File: src/rtl/legv8_control_sequencer_if.sv
// Control bundle between the LegV8 sequencer and the datapath it drives.
// The sequencer uses the slave view; the datapath (or a bench) uses master.
interface legv8_control_sequencer_if;
  logic [31:0] instruction;
  logic [3:0]  status;
  logic        alu_zero;
  logic        mem_ready;
  logic [4:0]  DA;
  logic [4:0]  SA;
  logic [4:0]  SB;
  logic [4:0]  FS;
  logic [1:0]  PS;
  logic [1:0]  enable;
  logic        regWrite;
  logic        memWrite;
  logic        status_load;
  logic        mem_req;
  logic        B_sel;
  logic [63:0] k;
  logic        state;

  modport master (
    output instruction, status, alu_zero, mem_ready,
    input  DA, SA, SB, FS, PS, enable, regWrite, memWrite,
           status_load, mem_req, B_sel, k, state
  );

  modport slave (
    input  instruction, status, alu_zero, mem_ready,
    output DA, SA, SB, FS, PS, enable, regWrite, memWrite,
           status_load, mem_req, B_sel, k, state
  );
endinterface

File: src/rtl/legv8_control_sequencer.sv
// LegV8 control sequencer: decodes the instruction into a control word and
// stretches CBZ/CBNZ and LDUR/STUR over a second state.
module legv8_control_sequencer (
  input  logic                          clock,
  input  logic                          reset,
  legv8_control_sequencer_if.slave      bus
);

  typedef enum logic [1:0] {
    S_EXEC   = 2'd0,
    S_SECOND = 2'd1,
    S_HALT   = 2'd2
  } state_e;

  typedef enum logic [3:0] {
    OP_ADD, OP_SUB, OP_AND, OP_ORR, OP_ADDS, OP_SUBS, OP_ADDI, OP_SUBI,
    OP_B, OP_BL, OP_BCOND, OP_CBZ, OP_CBNZ, OP_LDUR, OP_STUR, OP_BAD
  } op_e;

  localparam logic [4:0] FS_AND    = 5'd0;
  localparam logic [4:0] FS_ORR    = 5'd1;
  localparam logic [4:0] FS_ADD    = 5'd2;
  localparam logic [4:0] FS_SUB    = 5'd3;
  localparam logic [4:0] FS_PASS_B = 5'd4;

  localparam logic [1:0] PS_HOLD   = 2'b00;
  localparam logic [1:0] PS_INC    = 2'b01;
  localparam logic [1:0] PS_BRANCH = 2'b10;

  localparam logic [1:0] EN_ALU  = 2'b00;
  localparam logic [1:0] EN_MEM  = 2'b01;
  localparam logic [1:0] EN_PC4  = 2'b10;
  localparam logic [1:0] EN_NONE = 2'b11;

  state_e      state_q, state_d;
  op_e         op;
  logic [31:0] instr;
  logic [4:0]  rd, rn, rm;
  logic [63:0] imm_br26, imm_br19, imm_dt, imm_alu;
  logic        flag_v, flag_c, flag_n, flag_z;
  logic        cond_true;
  logic        cb_taken;

  logic [4:0]  da, sa, sb, fs;
  logic [1:0]  ps, en;
  logic        reg_write, mem_write, status_load, mem_req, b_sel;
  logic [63:0] k;

  assign instr = bus.instruction;
  assign rd    = instr[4:0];
  assign rn    = instr[9:5];
  assign rm    = instr[20:16];

  assign imm_br26 = {{36{instr[25]}}, instr[25:0], 2'b00};
  assign imm_br19 = {{43{instr[23]}}, instr[23:5], 2'b00};
  assign imm_dt   = {{55{instr[20]}}, instr[20:12]};
  assign imm_alu  = {52'd0, instr[21:10]};

  assign flag_v = bus.status[3];
  assign flag_c = bus.status[2];
  assign flag_n = bus.status[1];
  assign flag_z = bus.status[0];

  always_comb begin
    casez (instr[31:21])
      11'b10001011000: op = OP_ADD;
      11'b11001011000: op = OP_SUB;
      11'b10001010000: op = OP_AND;
      11'b10101010000: op = OP_ORR;
      11'b10101011000: op = OP_ADDS;
      11'b11101011000: op = OP_SUBS;
      11'b1001000100?: op = OP_ADDI;
      11'b1101000100?: op = OP_SUBI;
      11'b000101?????: op = OP_B;
      11'b100101?????: op = OP_BL;
      11'b01010100???: op = instr[4] ? OP_BAD : OP_BCOND;
      11'b10110100???: op = OP_CBZ;
      11'b10110101???: op = OP_CBNZ;
      11'b11111000010: op = OP_LDUR;
      11'b11111000000: op = OP_STUR;
      default:         op = OP_BAD;
    endcase
  end

  always_comb begin
    case (instr[3:0])
      4'b0000: cond_true = flag_z;
      4'b0001: cond_true = !flag_z;
      4'b0010: cond_true = flag_c;
      4'b0011: cond_true = !flag_c;
      4'b0100: cond_true = flag_n;
      4'b0101: cond_true = !flag_n;
      4'b0110: cond_true = flag_v;
      4'b0111: cond_true = !flag_v;
      4'b1000: cond_true = flag_c && !flag_z;
      4'b1001: cond_true = !flag_c || flag_z;
      4'b1010: cond_true = (flag_n == flag_v);
      4'b1011: cond_true = (flag_n != flag_v);
      4'b1100: cond_true = !flag_z && (flag_n == flag_v);
      4'b1101: cond_true = flag_z || (flag_n != flag_v);
      default: cond_true = 1'b1;
    endcase
  end

  // alu_zero is live, so it is only meaningful once Rt is on the ALU (SECOND)
  assign cb_taken = (op == OP_CBZ) ? bus.alu_zero : !bus.alu_zero;

  // Everything is forced to the idle word while reset is held low
  always_comb begin
    state_d     = state_q;
    da          = rd;
    sa          = rn;
    sb          = rm;
    fs          = FS_AND;
    ps          = PS_HOLD;
    en          = EN_NONE;
    reg_write   = 1'b0;
    mem_write   = 1'b0;
    status_load = 1'b0;
    mem_req     = 1'b0;
    b_sel       = 1'b0;
    k           = 64'd0;
    if (reset) begin
      case (state_q)
        S_EXEC: begin
          case (op)
            OP_ADD, OP_SUB, OP_AND, OP_ORR, OP_ADDS, OP_SUBS, OP_ADDI, OP_SUBI: begin
              en          = EN_ALU;
              reg_write   = 1'b1;
              ps          = PS_INC;
              b_sel       = (op == OP_ADDI) || (op == OP_SUBI);
              status_load = (op == OP_ADDS) || (op == OP_SUBS);
              if (b_sel) k = imm_alu;
              case (op)
                OP_AND:                  fs = FS_AND;
                OP_ORR:                  fs = FS_ORR;
                OP_SUB, OP_SUBS, OP_SUBI: fs = FS_SUB;
                default:                 fs = FS_ADD;
              endcase
            end
            OP_B: begin
              ps = PS_BRANCH;
              k  = imm_br26;
            end
            OP_BL: begin
              da        = 5'd30;
              en        = EN_PC4;
              reg_write = 1'b1;
              ps        = PS_BRANCH;
              k         = imm_br26;
            end
            OP_BCOND: begin
              k  = imm_br19;
              ps = cond_true ? PS_BRANCH : PS_INC;
            end
            OP_CBZ, OP_CBNZ: begin
              sb      = rd;
              fs      = FS_PASS_B;
              k       = imm_br19;
              state_d = S_SECOND;
            end
            OP_LDUR, OP_STUR: begin
              sa      = rn;
              b_sel   = 1'b1;
              fs      = FS_ADD;
              k       = imm_dt;
              mem_req = 1'b1;
              if (op == OP_STUR) begin
                sb        = rd;
                mem_write = 1'b1;
              end
              state_d = S_SECOND;
            end
            default: state_d = S_HALT;
          endcase
        end
        S_SECOND: begin
          case (op)
            OP_CBZ, OP_CBNZ: begin
              sb      = rd;
              fs      = FS_PASS_B;
              k       = imm_br19;
              ps      = cb_taken ? PS_BRANCH : PS_INC;
              state_d = S_EXEC;
            end
            OP_LDUR, OP_STUR: begin
              sa      = rn;
              b_sel   = 1'b1;
              fs      = FS_ADD;
              k       = imm_dt;
              mem_req = 1'b1;
              if (op == OP_STUR) begin
                sb        = rd;
                mem_write = 1'b1;
              end
              if (bus.mem_ready) begin
                ps      = PS_INC;
                state_d = S_EXEC;
                if (op == OP_LDUR) begin
                  da        = rd;
                  en        = EN_MEM;
                  reg_write = 1'b1;
                end
              end
            end
            default: state_d = S_EXEC;
          endcase
        end
        default: state_d = S_HALT;
      endcase
    end
  end

  always_ff @(posedge clock or negedge reset) begin
    if (!reset) state_q <= S_EXEC;
    else        state_q <= state_d;
  end

  assign bus.DA          = da;
  assign bus.SA          = sa;
  assign bus.SB          = sb;
  assign bus.FS          = fs;
  assign bus.PS          = ps;
  assign bus.enable      = en;
  assign bus.regWrite    = reg_write;
  assign bus.memWrite    = mem_write;
  assign bus.status_load = status_load;
  assign bus.mem_req     = mem_req;
  assign bus.B_sel       = b_sel;
  assign bus.k           = k;
  assign bus.state       = (state_q == S_SECOND);

endmodule
File: src/flat_wrapper.sv
// flat-port wrapper written by rule: the top's interface ports become plain ports
module legv8_control_sequencer_flat 
  (clock, reset, bus_instruction, bus_status, bus_alu_zero, bus_mem_ready, bus_DA, bus_SA, bus_SB, bus_FS, bus_PS, bus_enable, bus_regWrite, bus_memWrite, bus_status_load, bus_mem_req, bus_B_sel, bus_k, bus_state);
  legv8_control_sequencer_if bus_i ();
  input  logic clock;
  input  logic reset;
  input wire logic [$bits(bus_i.instruction)-1:0] bus_instruction;
  input wire logic [$bits(bus_i.status)-1:0] bus_status;
  input wire logic [$bits(bus_i.alu_zero)-1:0] bus_alu_zero;
  input wire logic [$bits(bus_i.mem_ready)-1:0] bus_mem_ready;
  output wire logic [$bits(bus_i.DA)-1:0] bus_DA;
  output wire logic [$bits(bus_i.SA)-1:0] bus_SA;
  output wire logic [$bits(bus_i.SB)-1:0] bus_SB;
  output wire logic [$bits(bus_i.FS)-1:0] bus_FS;
  output wire logic [$bits(bus_i.PS)-1:0] bus_PS;
  output wire logic [$bits(bus_i.enable)-1:0] bus_enable;
  output wire logic [$bits(bus_i.regWrite)-1:0] bus_regWrite;
  output wire logic [$bits(bus_i.memWrite)-1:0] bus_memWrite;
  output wire logic [$bits(bus_i.status_load)-1:0] bus_status_load;
  output wire logic [$bits(bus_i.mem_req)-1:0] bus_mem_req;
  output wire logic [$bits(bus_i.B_sel)-1:0] bus_B_sel;
  output wire logic [$bits(bus_i.k)-1:0] bus_k;
  output wire logic [$bits(bus_i.state)-1:0] bus_state;
  assign bus_i.instruction = bus_instruction;
  assign bus_i.status = bus_status;
  assign bus_i.alu_zero = bus_alu_zero;
  assign bus_i.mem_ready = bus_mem_ready;
  assign bus_DA = bus_i.DA;
  assign bus_SA = bus_i.SA;
  assign bus_SB = bus_i.SB;
  assign bus_FS = bus_i.FS;
  assign bus_PS = bus_i.PS;
  assign bus_enable = bus_i.enable;
  assign bus_regWrite = bus_i.regWrite;
  assign bus_memWrite = bus_i.memWrite;
  assign bus_status_load = bus_i.status_load;
  assign bus_mem_req = bus_i.mem_req;
  assign bus_B_sel = bus_i.B_sel;
  assign bus_k = bus_i.k;
  assign bus_state = bus_i.state;
  legv8_control_sequencer u_core (.clock(clock), .reset(reset), .bus(bus_i));
endmodule
File: config.mk
export PLATFORM = sky130hd
export DESIGN_NAME = legv8_control_sequencer_flat
export DESIGN_NICKNAME = d
export VERILOG_FILES = /design/src/rtl/legv8_control_sequencer_if.sv /design/src/rtl/legv8_control_sequencer.sv /design/src/flat_wrapper.sv
export SDC_FILE = /design/constraint.sdc
export NUM_CORES = 1
export LEC_CHECK = 0
export CORE_MARGIN = 1
export CORE_UTILIZATION = 39
export DETAILED_ROUTE_END_ITERATION = 16
export MAX_ROUTING_LAYER = met4
export PLACE_DENSITY = 0.89
export SYNTH_ARGS = -nofsm -noshare
export SYNTH_HDL_FRONTEND = slang
export SYNTH_SLANG_ARGS = --single-unit
File: constraint.sdc
create_clock -name clock -period 11.4 [get_ports clock]
set_clock_uncertainty 0.2 [all_clocks]
set_input_delay 1.71 -clock clock [delete_from_list [all_inputs] [get_ports clock]]
set_output_delay 1.71 -clock clock [all_outputs]
set_load 0.005 [all_outputs]
== After elaboration in Yosys (flattened, before gate mapping) ==
Index checks and enable logic that the tools add are counted.

* Bits of input ports: 40
* Word-level logic and storage cells: 130
* Output and inout port bits: 94
* Register bits: 2

* Equality and inequality tests: 47
* Mux-type cells: 57
* Reductions and logical operators: 25

{| class="wikitable"
|+ Operator list
! operator !! count
|-
| $pmux W64 S2 || 2
|-
| $pmux W64 S4 || 1
|-
| $eq A11 B11 Y1 const B || 8
|-
| $mux W64 || 1
|-
| $pmux W4 S15 || 1
|-
| $eq A4 B4 Y1 const B || 13
|-
| $mux W5 || 7
|-
| $eq A4 B3 Y1 const B || 8
|-
| $pmux W2 S2 || 6
|-
| $eq A10 B10 Y1 const B || 2
|-
| $pmux W5 S2 || 2
|-
| $mux W1 || 18
|-
| $mux W2 || 9
|-
| $eq A4 B2 Y1 const B || 4
|-
| $eq A8 B8 Y1 const B || 2
|-
| $pmux W5 S3 || 1
|-
| $pmux W1 S14 || 1
|-
| $mux W12 || 1
|-
| $pmux W2 S3 || 2
|-
| $reduce_or A11 Y1 || 1
|-
| $reduce_or A9 Y1 || 1
|-
| $eq A4 B1 Y1 const B || 2
|-
| $eq A8 B7 Y1 const B || 1
|-
| $logic_not A4 Y1 || 2
|-
| 19 further kinds || 33
|}

== Depth between registers and ports, before layout ==
* Depth after elaboration: 8
* Depth in mapped cells: 11
* Gate-level depth less buffers: 8

== Least setup slack after synthesis ==
Ideal clock, no wire load.

* Path type: input port to output port
* From: input bus_instruction[29]
* To: output bus_k[28]
* Buffers on the path: 3
* Data required time: 9.490 ns
* Arrival time: 5.029 ns
* Cell stages on the path: 10
* Path slack: 4.461 ns
* Cell sequence: buf_6 or4b_4 nor3_2 or2_1 or3_1 and4_4 buf_6 o21ai_1 a31oi_1 buf_4

* Cells in the longest elaborated chain, start to end: 7
* Elaborated cells between the ends (all ways): 40
* Classes of those cells: eq/ne: 29; mux: 5; reduce/logical: 6

{| class="wikitable"
|+ Ends and longest elaborated chain
! element !! RTL line !! text
|-
| start: declaration || flat_wrapper.sv:7 || <nowiki>input wire logic [$bits(bus_i.instruction)-1:0] bus_instruction;</nowiki>
|-
| $eq A11 B11 Y1, or another cell as far along || legv8_control_sequencer.sv:65 || <nowiki>casez (instr[31:21])</nowiki>
|-
| $pmux W4 S15 (*) || legv8_control_sequencer.sv:65 ||
|-
| $eq A4 B2 Y1, or another cell as far along || legv8_control_sequencer.sv:126 || <nowiki>case (op)</nowiki>
|-
| $reduce_or A8 Y1, or another cell as far along || legv8_control_sequencer.sv:126 ||
|-
| $pmux W64 S4 or $pmux W64 S2 (tied branches) || legv8_control_sequencer.sv:126, legv8_control_sequencer.sv:178 ||
|-
| $pmux W64 S2 (*) || legv8_control_sequencer.sv:124 || <nowiki>case (state_q)</nowiki>
|-
| $mux W64 (*) || legv8_control_sequencer.sv:123 || <nowiki>if (reset) begin</nowiki>
|-
| end: declaration || flat_wrapper.sv:22 || <nowiki>output wire logic [$bits(bus_i.k)-1:0] bus_k;</nowiki>
|}

Every way passes the cells marked *; elsewhere a longest branch is shown, timed or not.

== Final worst setup path ==
* From: input bus_instruction[29]
* To: output bus_k[55]

Same word-level chain as after synthesis.

==> run metrics <==
Die Area=a little over 5000 um2; global-route wire length before repair=approximately 11000 um; gr ovfl total=0; Top-Level Pins=134; TritonCTS Buffers=3; Initial Util=~42%; Worst-path clk slew=0.03 ns; most frequent CP cell=clkdlybuf4s50_1; post-DR wirelength/cell=17.7 um; Top FF cell, synth=dfrtp_1; Post-synth EDFFs=0; CP max FO=37; Root Buffer Master=clkbuf_8; worst skew pair latency=0.22 ns; IO Port Bufs=131; Seq cells post-synth=2; Worst VDD drop=25.8 uV; most flop-heavy register=u_core.state_q; Routed Wire Length=7240 um; vias per cell=6.06; largest net degree at the start of global routing=38; slew margin rel.=49.0%; post-DP HPWL=~5600 um; share of cells above drive strength 1=~9%; syn avg cell area=6.77 um2; Leakage=~1.1 nW; CP Data Arrival Time=5.31 ns; # rows=24; Final nets=399; Final Hold Vio Count=0; Crit path largest cell delay=about 0.64 ns; Worst Path Required=roughly 9.5 ns; Slowest-stage cell, CP=nor3_2; max reg flops=2; final setup violation count=0; Post-CTS Setup Bufs=0; worst-margin pin slew=0.760 ns; TritonRoute pass-1 iters=7; total of max-cap violations=0; crit end category=output port; DRC=0; FFs w/ async S/R, synth=100%; critical setup path kind=in2out; min-delay worst type=reg2reg; TritonCTS Sinks=2; Final Wtd Congestion=0.962; RSZ-0062 raised after global routing=false; status=complete, no violations; final setup TNS=0 ns; PD cells=27.0 nW/um2; Final Max Tran Viols=0; Post-Synthesis Cells=280; Achievable Freq=~140 MHz; Die Y=between 70 and 80 um; Tot GR Track Use=28.1%; DR iter-0 viols=238; CP Launch Type=input pin; H-tree depth=1; synth warn=0; # diodes=0; clock buffer depth=2; Synth cell types=64; Final period util=between 60% and 70%; number of global-route vias before repair=2166; Resize count post-CTS=0; Post-DRT Antenna Nets=0; die width=71.7 um; antenna violations before repair=0; hold_buf cts=0; largest registers=u_core.state_q (2); crit path time final=7.22 ns; CTS tree=done; Filler cells=406; Core Box Area=4500 um2; vias=2480; critical-path cell list=clkdlybuf4s50_1 > or4b_4 > nor3_2 > or2_1 > or3_1 > and4_4 > o21ai_1 > a31oi_2 > buf_4 > clkdlybuf4s50_1; Mapped Area=around 1900 um2; post-synthesis sequential area ratio=2.64%; most common cell after layout, fill and taps aside=clkdlybuf4s50_1; hold_ws=approximately 0.42 ns; Area Growth Syn to Fin=54.2%; most frequent cells in the layout=131 x clkdlybuf4s50_1, 34 x nand2_1, 29 x nor2_1
per-layer routing:
layer	routed length (um)	global-route usage (%)	part of all wire (%)	vias to the layer above
met4	109	7.41	1.5	0
met3	657	2.95	9.1	14
li1	-	-	-	1149
met2	3480	47.1	48	171
met1	2990	35.9	41	1146
met5	0	-	0	-
where the power goes:
part / leakage (nW) / switching (W) / internal (W)
Combinational: 1.06 / 0.0000195 / 0.0000229
Sequential: 0.0227 / 0 / 0.00000715
Clock: 0.0216 / 0.00000702 / 0.0000225
Total: 1.11 / 0.0000265 / 0.0000525
final cells by class:
class	count	area, um2	area share [%]
multi-input combinational	214	1420	48.6
timing repair buffer	133	1330	45.4
tap	52	65.1	2.23
sequential	2	50.0	1.71
clock buffer	3	41.3	1.41
inverter	5	18.8	0.642
critical path, delay by kind of cell:
family | cells | cell delay, ns
compound gates | 2 | 0.28
buf+inv | 3 | 1.42
simple gates | 5 | 1.87
per-stage QoR:
| stage | instance area [um2] | cells | total power (W) | worst slack (ns) | util (%) |
|---|---|---|---|---|---|
| 2_1_floorplan | 1900 | 281 | 0.0000232 | 4.46 | - |
| 3_3_place_gp | 2880 | 406 | 0.0000482 | 4.31 | 64.0 |
| 3_5_place_dp | 2880 | 406 | 0.0000489 | 4.20 | 64.0 |
| 4_1_cts | 2920 | 409 | 0.0000798 | 4.20 | 64.9 |
| 5_1_grt | 2920 | 409 | 0.0000830 | 3.97 | 64.9 |
| 6_report | 2920 | 409 | 0.0000790 | 4.18 | 64.9 |
kinds of logic (layout without fill, tap and decap cells):
logic type             count (synthesis)  count (layout)  share of synthesized area [%]
buffers and inverters                 65             141                           22.9
AND/OR/NAND/NOR                      120             120                           34.5
XOR/XNOR                               4               4                           1.85
multiplexers                           7               7                           4.69
flip-flops                             2               2                           2.64
AO/OA/AOI/OAI                         81              81                           33.2
other                                  1               2                          0.198
cell usage after synthesis, types with 4 or more instances:
master	count	area share, %
a211o_1	4	1.8
a21oi_1	7	1.8
a221o_1	6	3.2
a22o_1	8	3.7
a22oi_1	7	2.8
a31oi_1	4	1.3
and3_1	10	3.3
buf_4	44	17
clkbuf_1	11	2.2
inv_1	5	0.99
mux2_2	5	3.0
nand2_1	34	6.7
nand3_1	7	1.8
nor2_1	29	5.7
nor2b_1	4	1.3
nor3_1	6	1.6
o21ai_0	13	3.4
or2_2	5	1.7
final timing paths:
check	start	to	slack [ns]	depth (start not counted)
max	bus_instruction[29]	bus_k[55]	4.18	10
max reg2reg	u_core.state_q[1]	u_core.state_q[0]	9.80	5
max in group asynchronous	reset	u_core.state_q[1]	8.85	1
min	u_core.state_q[1]	u_core.state_q[0]	0.42	1
min reg2reg	u_core.state_q[1]	u_core.state_q[0]	0.42	1
min in group asynchronous	reset	u_core.state_q[0]	1.72	1
Note: power is estimated with default switching activity, not from simulation.
